## config.mk

```make
export PLATFORM = sky130hd
export DESIGN_NAME = mul_result_serializer
export DESIGN_NICKNAME = d
export VERILOG_FILES = /design/src/rtl/mul_result_serializer_pkg.sv /design/src/rtl/mul_flag_gen.sv /design/src/rtl/mul_result_serializer.sv
export SDC_FILE = /design/constraint.sdc
export NUM_CORES = 1
export LEC_CHECK = 0
export ABC_CLOCK_PERIOD_IN_PS = 1850
export BUFFER_PORTS_ARGS = -buffer_cell sky130_fd_sc_hd__buf_2
export CORE_UTILIZATION = 40
export CTS_CLUSTER_SIZE = 12
export DETAILED_ROUTE_END_ITERATION = 16
export GPL_ROUTABILITY_DRIVEN = 0
export HOLD_SLACK_MARGIN = 0.12
export RECOVER_POWER = 25
export SLEW_MARGIN = 0
export SYNTH_ARGS = -nofsm -noshare
export SYNTH_HDL_FRONTEND = slang
export SYNTH_HIERARCHICAL = 1
export SYNTH_SLANG_ARGS = --single-unit
```

## constraint.sdc

```tcl
create_clock -name clk -period 1.85 [get_ports clk]
set_input_delay 0.0925 -clock clk [delete_from_list [all_inputs] [get_ports clk]]
set_output_delay 0.0925 -clock clk [all_outputs]
set_load 0.02 [all_outputs]
```

## src/rtl/mul_result_serializer_pkg.sv

```systemverilog
// Shared constants and state encoding for the multiplier writeback path.
// Product widths and the one-hot FSM encoding used by the control units.
package mul_result_serializer_pkg;

    localparam int unsigned PROD_W = 67;
    localparam int unsigned WORD_W = 32;
    localparam int unsigned RES_W  = 2 * WORD_W;

    localparam logic [2:0] ST_IDLE    = 3'b001;
    localparam logic [2:0] ST_SEND_LO = 3'b010;
    localparam logic [2:0] ST_SEND_HI = 3'b100;

    typedef enum logic [2:0] {
        StIdle   = ST_IDLE,
        StSendLo = ST_SEND_LO,
        StSendHi = ST_SEND_HI
    } ser_state_e;

    typedef struct packed {
        logic neg;
        logic zero;
        logic ovf;
    } res_flags_t;

    // True when every bit of the vector is equal, i.e. pure sign extension.
    function automatic logic all_same(input logic [PROD_W-RES_W:0] v);
        return (v == '0) || (v == '1);
    endfunction

endpackage

```

## src/rtl/mul_flag_gen.sv

```systemverilog
// Combinational status flags for a sign-extended product.
// Upper bits beyond the 64-bit result only feed the overflow check.
module mul_flag_gen
    import mul_result_serializer_pkg::*;
(
    input  logic [PROD_W-1:0] product_i,
    output res_flags_t        flags_o
);

    always_comb begin
        flags_o      = '0;
        flags_o.neg  = product_i[PROD_W-1];
        flags_o.zero = (product_i[RES_W-1:0] == '0);
        flags_o.ovf  = ~all_same(product_i[PROD_W-1:RES_W-1]);
    end

endmodule

```

## src/rtl/mul_result_serializer.sv

```systemverilog
// Captures each new multiplier result and streams it as two 32-bit words,
// low word first, under a valid/ready handshake with registered outputs.
module mul_result_serializer
    import mul_result_serializer_pkg::*;
(
    input  logic              clk,
    input  logic              rst,
    input  logic [PROD_W-1:0] product_in,
    input  logic              suff_in,
    output logic [WORD_W-1:0] data_out,
    output logic              word_hi,
    output logic              valid_out,
    input  logic              ready_in,
    output logic              neg,
    output logic              zero,
    output logic              ovf,
    output logic              busy,
    output logic              lost
);

    ser_state_e        state_q, state_d;
    logic [RES_W-1:0]  cap_q, cap_d;
    res_flags_t        flags_q, flags_d;
    logic [WORD_W-1:0] data_q, data_d;
    logic              valid_q, valid_d;
    logic              word_hi_q, word_hi_d;
    logic              suff_q, suff_d;
    logic              lost_q, lost_d;

    res_flags_t in_flags;
    logic       new_res;
    logic       accept;

    mul_flag_gen u_flag_gen (
        .product_i (product_in),
        .flags_o   (in_flags)
    );

    assign new_res = suff_in & ~suff_q;
    assign accept  = valid_q & ready_in;

    always_comb begin
        state_d   = state_q;
        cap_d     = cap_q;
        flags_d   = flags_q;
        data_d    = data_q;
        valid_d   = valid_q;
        word_hi_d = word_hi_q;
        suff_d    = suff_in;
        lost_d    = lost_q;

        unique case (state_q)
            StIdle: begin
                if (new_res) begin
                    state_d   = StSendLo;
                    cap_d     = product_in[RES_W-1:0];
                    flags_d   = in_flags;
                    data_d    = product_in[WORD_W-1:0];
                    valid_d   = 1'b1;
                    word_hi_d = 1'b0;
                end
            end
            StSendLo: begin
                if (new_res) begin
                    lost_d = 1'b1;
                end
                if (accept) begin
                    state_d   = StSendHi;
                    data_d    = cap_q[RES_W-1:WORD_W];
                    word_hi_d = 1'b1;
                end
            end
            StSendHi: begin
                if (accept) begin
                    if (new_res) begin
                        // Back-to-back result: start the next transfer without an idle gap.
                        state_d   = StSendLo;
                        cap_d     = product_in[RES_W-1:0];
                        flags_d   = in_flags;
                        data_d    = product_in[WORD_W-1:0];
                        word_hi_d = 1'b0;
                    end else begin
                        state_d   = StIdle;
                        valid_d   = 1'b0;
                    end
                end else if (new_res) begin
                    lost_d = 1'b1;
                end
            end
            default: begin
                state_d   = StIdle;
                valid_d   = 1'b0;
                word_hi_d = 1'b0;
            end
        endcase
    end

    always_ff @(posedge clk) begin
        if (rst) begin
            state_q   <= StIdle;
            cap_q     <= '0;
            flags_q   <= '0;
            data_q    <= '0;
            valid_q   <= 1'b0;
            word_hi_q <= 1'b0;
            // A level already high at reset release must not count as a new result.
            suff_q    <= 1'b1;
            lost_q    <= 1'b0;
        end else begin
            state_q   <= state_d;
            cap_q     <= cap_d;
            flags_q   <= flags_d;
            data_q    <= data_d;
            valid_q   <= valid_d;
            word_hi_q <= word_hi_d;
            suff_q    <= suff_d;
            lost_q    <= lost_d;
        end
    end

    assign data_out  = data_q;
    assign word_hi   = word_hi_q;
    assign valid_out = valid_q;
    assign neg       = flags_q.neg;
    assign zero      = flags_q.zero;
    assign ovf       = flags_q.ovf;
    assign busy      = (state_q != StIdle);
    assign lost      = lost_q;

endmodule

```

* Word-level counts from Yosys, hierarchy flattened
Cells that the tools add are included.
** Operators by class
- Multiply operators :: 0
- Reductions and logical operators :: 12
- Divide/modulo/power cells :: 0
- Eq/ne operators :: 10
- Bitwise operators :: 5
- Multiplexer cells :: 26
- Add/subtract/negate cells :: 0
- Shift-type cells :: 0
- $lt $le $gt $ge :: 0
** Operator list (count)
- two-way mux 64 bit :: 2
- case mux 64 bit (2 select lines) :: 1
- two-way mux 32 bit :: 3
- case mux 32 bit (3 select lines) :: 1
- zero test 64 bit :: 1
- two-way mux 3 bit :: 5
- inequality test 2 bit, second input constant :: 5
- case mux 3 bit (3 select lines) :: 1
- two-way mux 1 bit :: 8
- case mux 1 bit (3 select lines) :: 2
- case mux 3 bit (2 select lines) :: 1
- AND reduction 2 bit :: 3
- AND reduction 3 bit :: 2
- == test 4 bit, second input constant :: 1
- zero test 4 bit :: 1
- AND reduction 4 bit :: 1
- nonzero test 2 bit :: 2
- == test 3 x 1 -> 1 bit, second input constant :: 1
- == test 3 x 2 -> 1 bit, second input constant :: 1
- == test 3 bit, second input constant :: 1
- inequality test 3 x 1 -> 1 bit, second input constant :: 1
- inverter 1 bit :: 3
- nonzero test 3 bit :: 1
- AND 1 bit :: 2
- 3 further kinds :: 3
** Storage, ports and cells
- Register bits after elaboration :: 106
- Memories :: 0
- Input port bits :: 71
- RAM bits :: 0
- ROM bits :: 0
- Logic and storage cells :: 63
- Output and inout bits :: 39
- Bits in latches :: 0

* Depth between registers and ports, before layout
Gate-level depths: netlist of the first run.
- Word-level depth :: 6
- Depth in mapped cells :: 7
- Mapped depth without buffers :: 5

* By module
Netlist of the first run, hierarchy kept.
** Modules (own cells, without submodules)
- mul_result_serializer :: seq. area each 1481.4 sq um, area each 3549.7 sq um, cells an instance 380, instances 1
- mul_flag_gen :: seq. area each 0.0 sq um, area each 188.9 sq um, cells an instance 25, instances 1

* Worst setup path before layout of the first run
No wires, ideal clock.
- Path kind :: register -> register
- Start :: register valid_q, in the netlist valid_out
- End :: register data_q[19], in the netlist data_out[19]
- Slack :: 238 ps
- Arrival :: 1491 ps
- Buffers on the path :: 2
- Cell stages (with the launch flop) :: 6
- Path through :: dfxtp_1 > and2_1 > clkbuf_2 > a32oi_4 > buf_6 > mux2_2
** On the way
- Longest elaborated chain between the ends :: 3
- Elaborated cells between the ends (all ways) :: 4
** Ends and longest elaborated chain
- start, declared :: line mul_result_serializer.sv:25 : logic valid_q, valid_d;
- start signal, assigned :: line mul_result_serializer.sv:114 : valid_q <= valid_d;
- AND 1 bit (*) :: line mul_result_serializer.sv:40 : assign accept = valid_q & ready_in;
- inequality test 2 bit (no source line)
- AND reduction 3 bit (no source line) (*)
- end signal, assigned :: line mul_result_serializer.sv:113 : data_q <= data_d;
- end, declared :: line mul_result_serializer.sv:24 : logic [WORD_W-1:0] data_q, data_d;
Every way passes the cells marked *; elsewhere a longest branch is shown, timed or not.
A chain may end at the register's enable or synchronous reset.

* Worst setup path after layout of the first run
- Start :: register state_q[1]
- End :: register data_q[17], in the netlist data_out[17]
** On the way
- Longest elaborated chain between the ends :: 3
- Elaborated cells between the ends (all ways) :: 8
** Ends and longest elaborated chain
- start, declared :: line mul_result_serializer.sv:21 : ser_state_e state_q, state_d;
- start signal, assigned :: line mul_result_serializer.sv:100 : state_q <= StIdle;
- start signal, assigned :: line mul_result_serializer.sv:110 : state_q <= state_d;
- == test 3 x 2 -> 1 bit, or another cell as far along :: line mul_result_serializer.sv:52 : unique case (state_q)
- inequality test 2 bit (no source line) or nonzero test 3 bit (tied branches)
- AND reduction 3 bit (no source line)
Parallel ways exist; a longest one is shown, timed or not.

==> out/metrics.cfg, run 1 <==
[critical_path]
crit_cells=5
r2r_end=data_out[17]
crit_family=flip-flops
r2r-start=state_q[1]
path_cells=nand2b_4 > nor2_2 > a32oi_4 > buf_12 > mux2_2
worstPathRequired_ps=2080
crit_path_max_fanout=32
worst_path_largest_cell_delay_ps=420
setup.worst_path.start_class=register
cp.arrival_ps=1940
end_kind=register
reg2reg_depth=5
path_buf_inv=1
worst-setup-path-type=register to register
critPathSlowestCell=dfxtp_1
r2r_slack_ps=140

[layout]
utilization_pct=55.0
insertedDiodeCount=0
drive_above_1_share_pct=28.4
num-fill-cells=830
fin_nets=612
area_delta_synth_final_pct=30.7

[timing]
fmax_mhz=584
fin_skew_ps=10.7
fin_crit_ps=1710
setup_viol=0
period_share_pct=92.6
drv_slew=0
grt_setup_unrepaired=false
worst_pin_slew_ps=487
slew_headroom_pct=67.2
final-hold-violation-count=0
finalSetupTns_ps=0

[drt]
vias_per_cell=5.00
first_iter_violations=181
wl_per_cell_um=15.1
ant_nets=0
route.detailed.drc=0
vias=3268
drt-total-wl_um=9870
drt_first_pass_iters=4

[synthesis]
synthTopCellsByArea=dfxtp_1 40%, mux2i_1 9.4%, mux2_4 7.2%
avgSynthCellArea_sq_um=9.23
yosys_warnings=6
syn_area_sq_mm=0.00374
synth_common_cells=74 x dfxtp_1, 67 x nand2_1, 42 x nor2_1, 36 x a21oi_1, 35 x mux2i_1
syn_nets=476
yosys.cell_count.top_type=dfxtp_1
synth_ff_type=dfxtp_1
netlist_instances=405
synth_top_cell_by_area=dfxtp_1
synth_seq_cells=74
synthArstFlopShare_pct=0
synth.top_cell.area_share_pct=39.6
ys_seq_area_share_pct=39.6
synth-edff-count=0
synth_cell_types=43

[die]
fp-row-count=34
fp.dieW_um=98.7
dieArea_sq_mm=0.00974
start_util_pct=42.0
io_pins=110
core_sq_mm=0.00889
die_h_um=98.7

[power]
p_sw_share_pct=25.0
power_leakage_nw=2.07
p_comb_share_pct=14.1
peakVddDrop_mv=0.357
power-per-cell-area_mw_per_mm2=735
pwr-share-seq_pct=46.7
intPower_mw=2.69
p_switching_uw=898
clockPowerShare_pct=39.1

[placement]
port-buffer-count=109
dp_hpwl_um=6890

[cts]
clk_latency_ps=340
clock-sinks=74
path_clk_slew_ps=80
h-tree-depth=3
post-cts-setup-buffers=0
numCtsBuffers=9
clockRootBuffer=clkbuf_8
cts_buffer_depth=2
cts_tree=yes

[hold_path]
hold_start=product_in[64]
min_to=ovf
min_path_type=primary input to register
hold-path-cell-count=5

[grt]
antenna_found_initial=0
grt.total_usage_pct=21.3
grt_max_degree=41
grt_pass1_wl_um=16200
grt-ovfl-total=0
first_global_vias=3385

[flow_run]
maxCapViolations=0

[status]
status=finished, final reports clean

==> worst register-to-register path: stages (launching register included) <==
cell      delay (ps)
dfxtp_1          420
nand2b_4         200
nor2_2            70
a32oi_4          260
buf_12           270
mux2_2           390
==> kinds of logic (layout without fill, tap and decap cells) <==
| group | after synthesis | after routing | share of synthesized area (%) |
|---|---|---|---|
| buffers and inverters | 33 | 174 | 6.89 |
| xor gates and xnor gates | 1 | 1 | 0.234 |
| and+or+nand+nor | 180 | 180 | 24.3 |
| DFF | 74 | 74 | 39.6 |
| AOI/OAI and AO/OA | 50 | 50 | 8.13 |
| muxes | 67 | 67 | 20.8 |
==> worst max-delay path by stage <==
stage	start	slack (ps)	to
finish	state_q[1]	140	data_out[17]
global route	product_in[33]	20	zero
CTS	state_q[0]	60	data_out[17]
detailed placement	state_q[0]	60	data_out[17]
global placement	state_q[0]	120	data_out[16]
floorplan	valid_out	240	data_out[19]
==> power groups by stage <==
stage                     logic (mW)  clock network [mW]  registers [mW]
after detailed placement       0.456                   0            1.71
after global placement         0.450                   0            1.71
after global routing           0.554                1.51            1.68
after floorplan                0.239                   0            1.75
final                          0.507                1.41            1.68
after CTS                      0.513                1.45            1.68
==> what timing repair did <==
action / 4_1_cts / 5_1_grt
endpoints found under the setup margin: 0 / 47
hold buffers: 35 / 0
hold endpoints to repair: 35 / 0
gates resized for setup: 0 / 3
==> through the flow <==
| step | total power, mW | instance area, sq um | instances | hold slack (ps) | worst slack (ps) |
|---|---|---|---|---|---|
| 2_1_floorplan | 1.98 | 3740 | 405 | 199 | 238 |
| 3_3_place_gp | 2.16 | 4350 | 603 | 306 | 117 |
| 3_5_place_dp | 2.17 | 4350 | 603 | 309 | 57.9 |
| 4_1_cts | 3.64 | 4920 | 654 | 121 | 57.3 |
| 5_1_grt | 3.75 | 4890 | 654 | 185 | 16.5 |
| 6_report | 3.59 | 4890 | 654 | 133 | 137 |
==> cell type report <==
| cell class | count | area (sq um) | share of cell area (%) |
|---|---|---|---|
| clock buffers | 11 | 141 | 2.89 |
| clock inverters | 5 | 77.6 | 1.59 |
| inverters | 3 | 11.3 | 0.230 |
| multi-input cells | 298 | 2020 | 41.3 |
| flip-flops and latches | 74 | 1480 | 30.4 |
| well taps | 108 | 135 | 2.77 |
| repair buffers | 155 | 1020 | 20.9 |
==> flip-flops by register name (all words and copies together) (netlist names) <==
| signal | flops |
|---|---|
| suff_q | 1 |
| zero | 1 |
| valid_out | 1 |
| ovf | 1 |
| word_hi | 1 |
| data_out | 32 |
| state_q | 3 |
| cap_q | 32 |
| lost | 1 |
| neg | 1 |
==> metal layers <==
| metal | share of wire (%) | vias up | track usage (%) |
|---|---|---|---|
| met1 | 46 | 1503 | 26.7 |
| li1 | - | 1651 | - |
| met5 | 0 | - | 0 |
| met2 | 47 | 97 | 35.8 |
| met4 | 1.7 | 0 | 9.07 |
| met3 | 4.8 | 17 | 3.97 |
==> layout by cell type, fill, tap and decap left out, types with 2 or more instances in the layout <==
cell           count
nor4_1            13
bufinv_16          2
o21ai_0            2
nor4_2             5
buf_12             6
a21o_1             2
a21oi_1           36
dfxtp_1           72
nor2_1            42
nand4_1            4
clkbuf_1          29
or2_2              2
dfxtp_2            2
mux2i_1           35
o22ai_1            2
inv_1              3
dlygate4sd3_1     35
mux2_4            18
nor2b_1           33
mux2_2            14
buf_2             80
nand2b_1           2
buf_4              6
clkinv_2           2
nand2_1           67
a211oi_1           2
clkbuf_8          10
nand2b_2           2
Power figures use the tool's default switching activity.
==> run 2, diff against run 1 <==
- BUFFER_PORTS_ARGS: -buffer_cell sky130_fd_sc_hd__buf_2 -> default
- DONT_BUFFER_PORTS: default -> 1
==> run 2 against run 1 <==
Effect of this change:
- wire length rose by 9.2%
- clock power rose by 18%
- core utilization rose by 1.5 points
- first-iteration DRC count fell by 36%
- global-route usage rose by 0.74 points
- sequential power rose by 2%
- non-clock buffer count fell by 49
- cell count fell by 7.0%
- via count fell by 1.7%
- combinational power fell by 17%
- critical path depth rose by 1
- clock-buffer cell count did not move
==> out/metrics.cfg, run 2 (synthesis gave the netlist of run 1 again) <==
[status]
status=finished, final reports clean

[power]
p_sw_share_pct=22.0  ; -3.1 points
intPower_mw=2.97  ; +10%
p_comb_share_pct=11.0  ; -3.1 points
p_total_mw=3.80  ; +5.9%
peakVddDrop_mv=0.472  ; +32%
pwr-share-seq_pct=45.2  ; -1.5 points
power-per-cell-area_mw_per_mm2=758  ; +3.1%
power_leakage_nw=2.04  ; -1.3%
clockPowerShare_pct=43.8  ; +4.7 points
p_switching_uw=835  ; -7.0%

[critical_path]
worst_path_largest_cell_delay_ps=540  ; +120 ps
crit_path_max_fanout=7  ; -78%
path_buf_inv=2  ; +1
setup.worst_path.start_class=register
crit_family=buffers and inverters
cp.arrival_ps=1970  ; +30 ps
worst-setup-path-type=register to register
path_cells=and2_1 > buf_4 > o21ai_0 > a31oi_1 > nor2_1 > dlygate4sd3_1
worstPathRequired_ps=2090  ; about the same
end_kind=register
critPathSlowestCell=dlygate4sd3_1

[timing]
slew_headroom_pct=63.2  ; -4.0 points
setup_slack_ps=117  ; -19.7 ps
whs_ps=126  ; -7.69 ps
setup_viol=0  ; unchanged
fmax_mhz=577  ; -1.1%
period_share_pct=93.7  ; +1.1 points
fin_crit_ps=1730  ; +19.7 ps
fin_skew_ps=13.0  ; +2.23 ps
worst_pin_slew_ps=546  ; +59.7 ps
final-hold-violation-count=0  ; unchanged
drv_slew=0  ; unchanged
finalSetupTns_ps=0  ; unchanged
grt_setup_unrepaired=false

[placement]
dp_hpwl_um=6440  ; -6.5%
dp_slack_ps=88.0  ; +30.1 ps
port-buffer-count=0  ; -100%
place_area_sq_mm=0.00381  ; -12%
dp_cells=499  ; -17%

[drt]
route.detailed.drc=0  ; unchanged
ant_nets=0  ; unchanged
first_iter_violations=116  ; -36%
vias=3213  ; -1.7%
vias_per_cell=5.28  ; +5.8%
wl_per_cell_um=17.7  ; +17%
drt-total-wl_um=10800  ; +9.2%
drt_first_pass_iters=4  ; unchanged

[layout]
fin_area_sq_mm=0.00502  ; +2.7%
area_delta_synth_final_pct=34.2
final_cell_mix=86 x dlygate4sd3_1, 71 x dfxtp_1, 67 x nand2_1
fin_nets=563  ; -8.0%
layout.cells.non_filler=608  ; -7.0%
layout_commonest_cell=dlygate4sd3_1
drive_above_1_share_pct=16.7  ; -12 points
utilization_pct=56.4  ; +1.5 points

[cts]
h-tree-depth=3  ; unchanged
clock-sinks=74  ; unchanged
cts_buffer_depth=2  ; unchanged
clk_latency_ps=340  ; about the same
clockRootBuffer=clkbuf_8
cts_tree=yes
path_clk_slew_ps=80  ; about the same
numCtsBuffers=9  ; unchanged

[grt]
grt-ovfl-total=0  ; unchanged
gr-usage-met2_pct=36.9  ; +1.1 points
antenna_found_initial=3  ; +3
met3_usage_pct=6.60  ; +2.6 points
grt_pass1_wl_um=16600  ; +2.4%
top_usage_layer=met2
first_global_vias=3333  ; -1.5%
grt_use_met1_pct=24.8  ; -1.9 points
grt.total_usage_pct=22.0  ; +0.74 points
grt_max_degree=88  ; +110%

[die]
die_h_um=98.7  ; unchanged
dieArea_sq_mm=0.00974  ; unchanged
io_pins=110  ; unchanged
fp-row-count=34  ; unchanged
fp.dieW_um=98.7  ; unchanged
core_sq_mm=0.00889  ; unchanged
start_util_pct=42.0  ; unchanged

[flow_run]
maxCapViolations=0  ; unchanged

[hold_path]
min_path_type=primary input to register

[run 2: changes by cell type in the layout (fill, tap and decap cells not counted), sizes merged]
| cell | previous run | this run |
|---|---|---|
| clkinvlp | 1 | 0 |
| clkbuf | 39 | 12 |
| diode | 0 | 3 |
| bufinv | 2 | 4 |
| clkinv | 2 | 1 |
| buf | 92 | 19 |
| dlygate4sd3 | 35 | 86 |
[run 2: worst register-to-register path: stages, from the launching register on]
cell and delay [ps]:
dfxtp_2 370, and2_1 190, buf_4 160, o21ai_0 120, a31oi_1 190, nor2_1 60, dlygate4sd3_1 540
[run 2: final cells by class]
| cell class | instances | area [sq um] |
|---|---|---|
| repair buffers | 106 | 1100 |
| fillers | 794 | 3870 |
| inverters | 3 | 11.3 |
| flip-flops and latches | 74 | 1490 |
| clock buffers | 11 | 141 |
| well taps | 108 | 135 |
| diodes | 3 | 7.51 |
| clock inverters | 5 | 125 |
| multi-input cells | 298 | 2010 |
[run 2: final timing paths]
check / depth (start not counted) / end / slack, ps / startpoint
max: 6 / lost / 120 / valid_out
min: 3 / data_out[15] / 130 / product_in[15]
max reg2reg: 6 / lost / 120 / valid_out
min reg2reg: 2 / valid_out / 490 / valid_out
[run 2: per-layer routing]
metal | vias up | wire length, um
met3 | 32 | 701
met1 | 1513 | 4600
li1 | 1559 | -
met5 | - | 0
met2 | 109 | 5100
met4 | 0 | 374
[run 2: repair_timing]
item                                    CTS  global route
endpoints found under the setup margin    0            30
hold buffers                             87             0
resized for setup                         0             3
buffers inserted                          0             2
hold endpoints to repair                 74             0
[run 2: power by group through the flow]
stage | logic [mW] | registers, mW | clock network, mW
6_report | 0.420 | 1.72 | 1.66
5_1_grt | 0.456 | 1.72 | 1.77
4_1_cts | 0.408 | 1.72 | 1.71
3_5_place_dp | 0.243 | 1.75 | 0
3_3_place_gp | 0.238 | 1.75 | 0
2_1_floorplan | 0.239 | 1.75 | 0
==> run 3, diff against run 2 <==
- CELL_PAD_IN_SITES_DETAIL_PLACEMENT: default -> 1
- CELL_PAD_IN_SITES_GLOBAL_PLACEMENT: default -> 2
- CORE_UTILIZATION: 40 -> 37
- PLACE_DENSITY_LB_ADDON: default -> 0.1
- SETUP_SLACK_MARGIN: default -> 0.3
==> run 3 against run 2 <==
Effect of this change:
- the flow now finishes with violations (negative hold slack)
- first-iteration DRC count down 42%
- clock-buffer cell count unchanged
- hold slack worse by 280 ps
- wire length up 6.2%
==> out/metrics.cfg, run 3 (synthesis gave the netlist of run 1 again) <==
[status]
status=finished with violations
violations=negative hold slack

[timing]
setup_viol=0  ; unchanged
drv_slew=0  ; unchanged
final-hold-violation-count=41  ; +41
slew_headroom_pct=62.9  ; -0.29 points
finalSetupTns_ps=0  ; unchanged
whs_ps=-150  ; -275 ps
grt_setup_unrepaired=true
fin_crit_ps=1670  ; -66.5 ps
period_share_pct=90.1  ; -3.6 points
worst_pin_slew_ps=551  ; +4.27 ps
fin_skew_ps=8.60  ; -4.36 ps
fmax_mhz=600  ; +4.0%

[die]
dieArea_sq_mm=0.0105  ; +7.9%
fp-row-count=36  ; +5.9%
core_sq_mm=0.00977  ; +9.9%
fp.dieW_um=103  ; +3.9%
io_pins=110  ; unchanged
die_h_um=103  ; +3.9%
start_util_pct=38.2  ; -3.8 points

[critical_path]
path_buf_inv=2  ; unchanged
worstPathRequired_ps=2090  ; about the same
worst-setup-path-type=register to register
crit_family=simple AND/OR/NAND/NOR gates
critPathSlowestCell=or3b_4
path_cells=buf_6 > or3b_4 > buf_12 > nand2_1 > a21oi_1 > mux2_4
crit_path_max_fanout=14  ; +7
setup.worst_path.start_class=register
cp.arrival_ps=1900  ; -70 ps
worst_path_largest_cell_delay_ps=460  ; -80 ps
end_kind=register

[power]
p_switching_uw=832  ; -0.41%
p_comb_share_pct=9.5  ; -1.5 points
clockPowerShare_pct=42.4  ; -1.4 points
intPower_mw=2.75  ; -7.4%
p_total_mw=3.58  ; -5.9%
pwr-share-seq_pct=48.0  ; +2.8 points
power-per-cell-area_mw_per_mm2=726  ; -4.2%
peakVddDrop_mv=0.364  ; -23%
p_sw_share_pct=23.2  ; +1.3 points
power_leakage_nw=1.98  ; -2.6%

[placement]
dp_hpwl_um=6880  ; +6.8%
port-buffer-count=0  ; unchanged
dp_cells=518  ; +3.8%
place_area_sq_mm=0.00379  ; -0.53%

[flow_run]
maxCapViolations=0  ; unchanged

[drt]
ant_nets=0  ; unchanged
vias_per_cell=5.16  ; -2.3%
drt_first_pass_iters=4  ; unchanged
drt-total-wl_um=11400  ; +6.2%
wl_per_cell_um=19.6  ; +11%
first_iter_violations=67  ; -42%
vias=3014  ; -6.2%
route.detailed.drc=0  ; unchanged

[cts]
clk_latency_ps=350  ; about the same
clock-sinks=74  ; unchanged
cts_buffer_depth=2  ; unchanged
postCtsHoldBufs=30  ; -66%
path_clk_slew_ps=80  ; about the same
cts_tree=yes
h-tree-depth=3  ; unchanged
numCtsBuffers=9  ; unchanged
clockRootBuffer=clkbuf_8

[grt]
grt_pass1_wl_um=16700  ; +1.0%
antenna_found_initial=0  ; -3
grt.total_usage_pct=21.4  ; -0.61 points
first_global_vias=3089  ; -7.3%
grt-ovfl-total=0  ; unchanged
grt_max_degree=107  ; +22%

[layout]
layout_commonest_cell=dfxtp_1
fin_area_sq_mm=0.00493  ; -1.7%
utilization_pct=50.5  ; -6.0 points
insertedDiodeCount=0  ; -3
final_cell_mix=70 x dfxtp_1, 50 x nand2_1, 42 x nor2_1
layout.cells.non_filler=584  ; -3.9%
area_delta_synth_final_pct=31.9
drive_above_1_share_pct=29.5  ; +13 points
num-fill-cells=1097  ; +38%
fin_nets=517  ; -8.2%

[hold_path]
min_path_type=primary input to register

[run 3: worst paths after layout]
| path | cells after the start | slack (ps) | startpoint | endpoint |
|---|---|---|---|---|
| max | 6 | 180 | state_q[0] | data_out[3] |
| min reg2reg | 2 | 500 | cap_q[32] | cap_q[32] |
| min | 1 | -150 | rst | cap_q[51] |
| max reg2reg | 6 | 180 | state_q[0] | data_out[3] |
[run 3: layout make-up]
cell class | instances | area, sq um | share of cell area (%)
clock buffers | 11 | 131 | 2.66
clock inverters | 5 | 101 | 2.05
inverters | 3 | 11.3 | 0.228
multi-input cells | 298 | 2280 | 46.2
flip-flops and latches | 74 | 1500 | 30.3
well taps | 133 | 166 | 3.37
repair buffers | 60 | 744 | 15.1
[run 3: power groups by stage]
stage,combinational [mW],clock (mW),sequential [mW]
finish,0.341,1.52,1.72
global route,0.371,1.63,1.73
CTS,0.299,1.56,1.72
detailed placement,0.236,0,1.76
global placement,0.231,0,1.76
floorplan,0.244,0,1.75
[run 3: timing repair]
action                                  4_1_cts  5_1_grt
pin swaps                                     2       37
hold endpoints to repair                     74       70
buffers inserted                             11        1
gates cloned                                  3        5
gates resized for setup                      23       61
endpoints found under the setup margin       67       67
[run 3: through the flow]
step / hold slack, ps / setup slack [ps]
after floorplan: 199 / 285
after global placement: 172 / 89.8
after detailed placement: 178 / 28.7
after CTS: -206 / 223
after global routing: -204 / 140
final: -150 / 184
[run 3: metal layers]
metal | share of wire (%) | global-route usage, % | wire (um)
met1 | 43 | 26.6 | 4910
met2 | 49 | 36.0 | 5600
met3 | 6.5 | 6.03 | 745
met4 | 1.7 | 6.26 | 191
met5 | 0 | 0 | 0
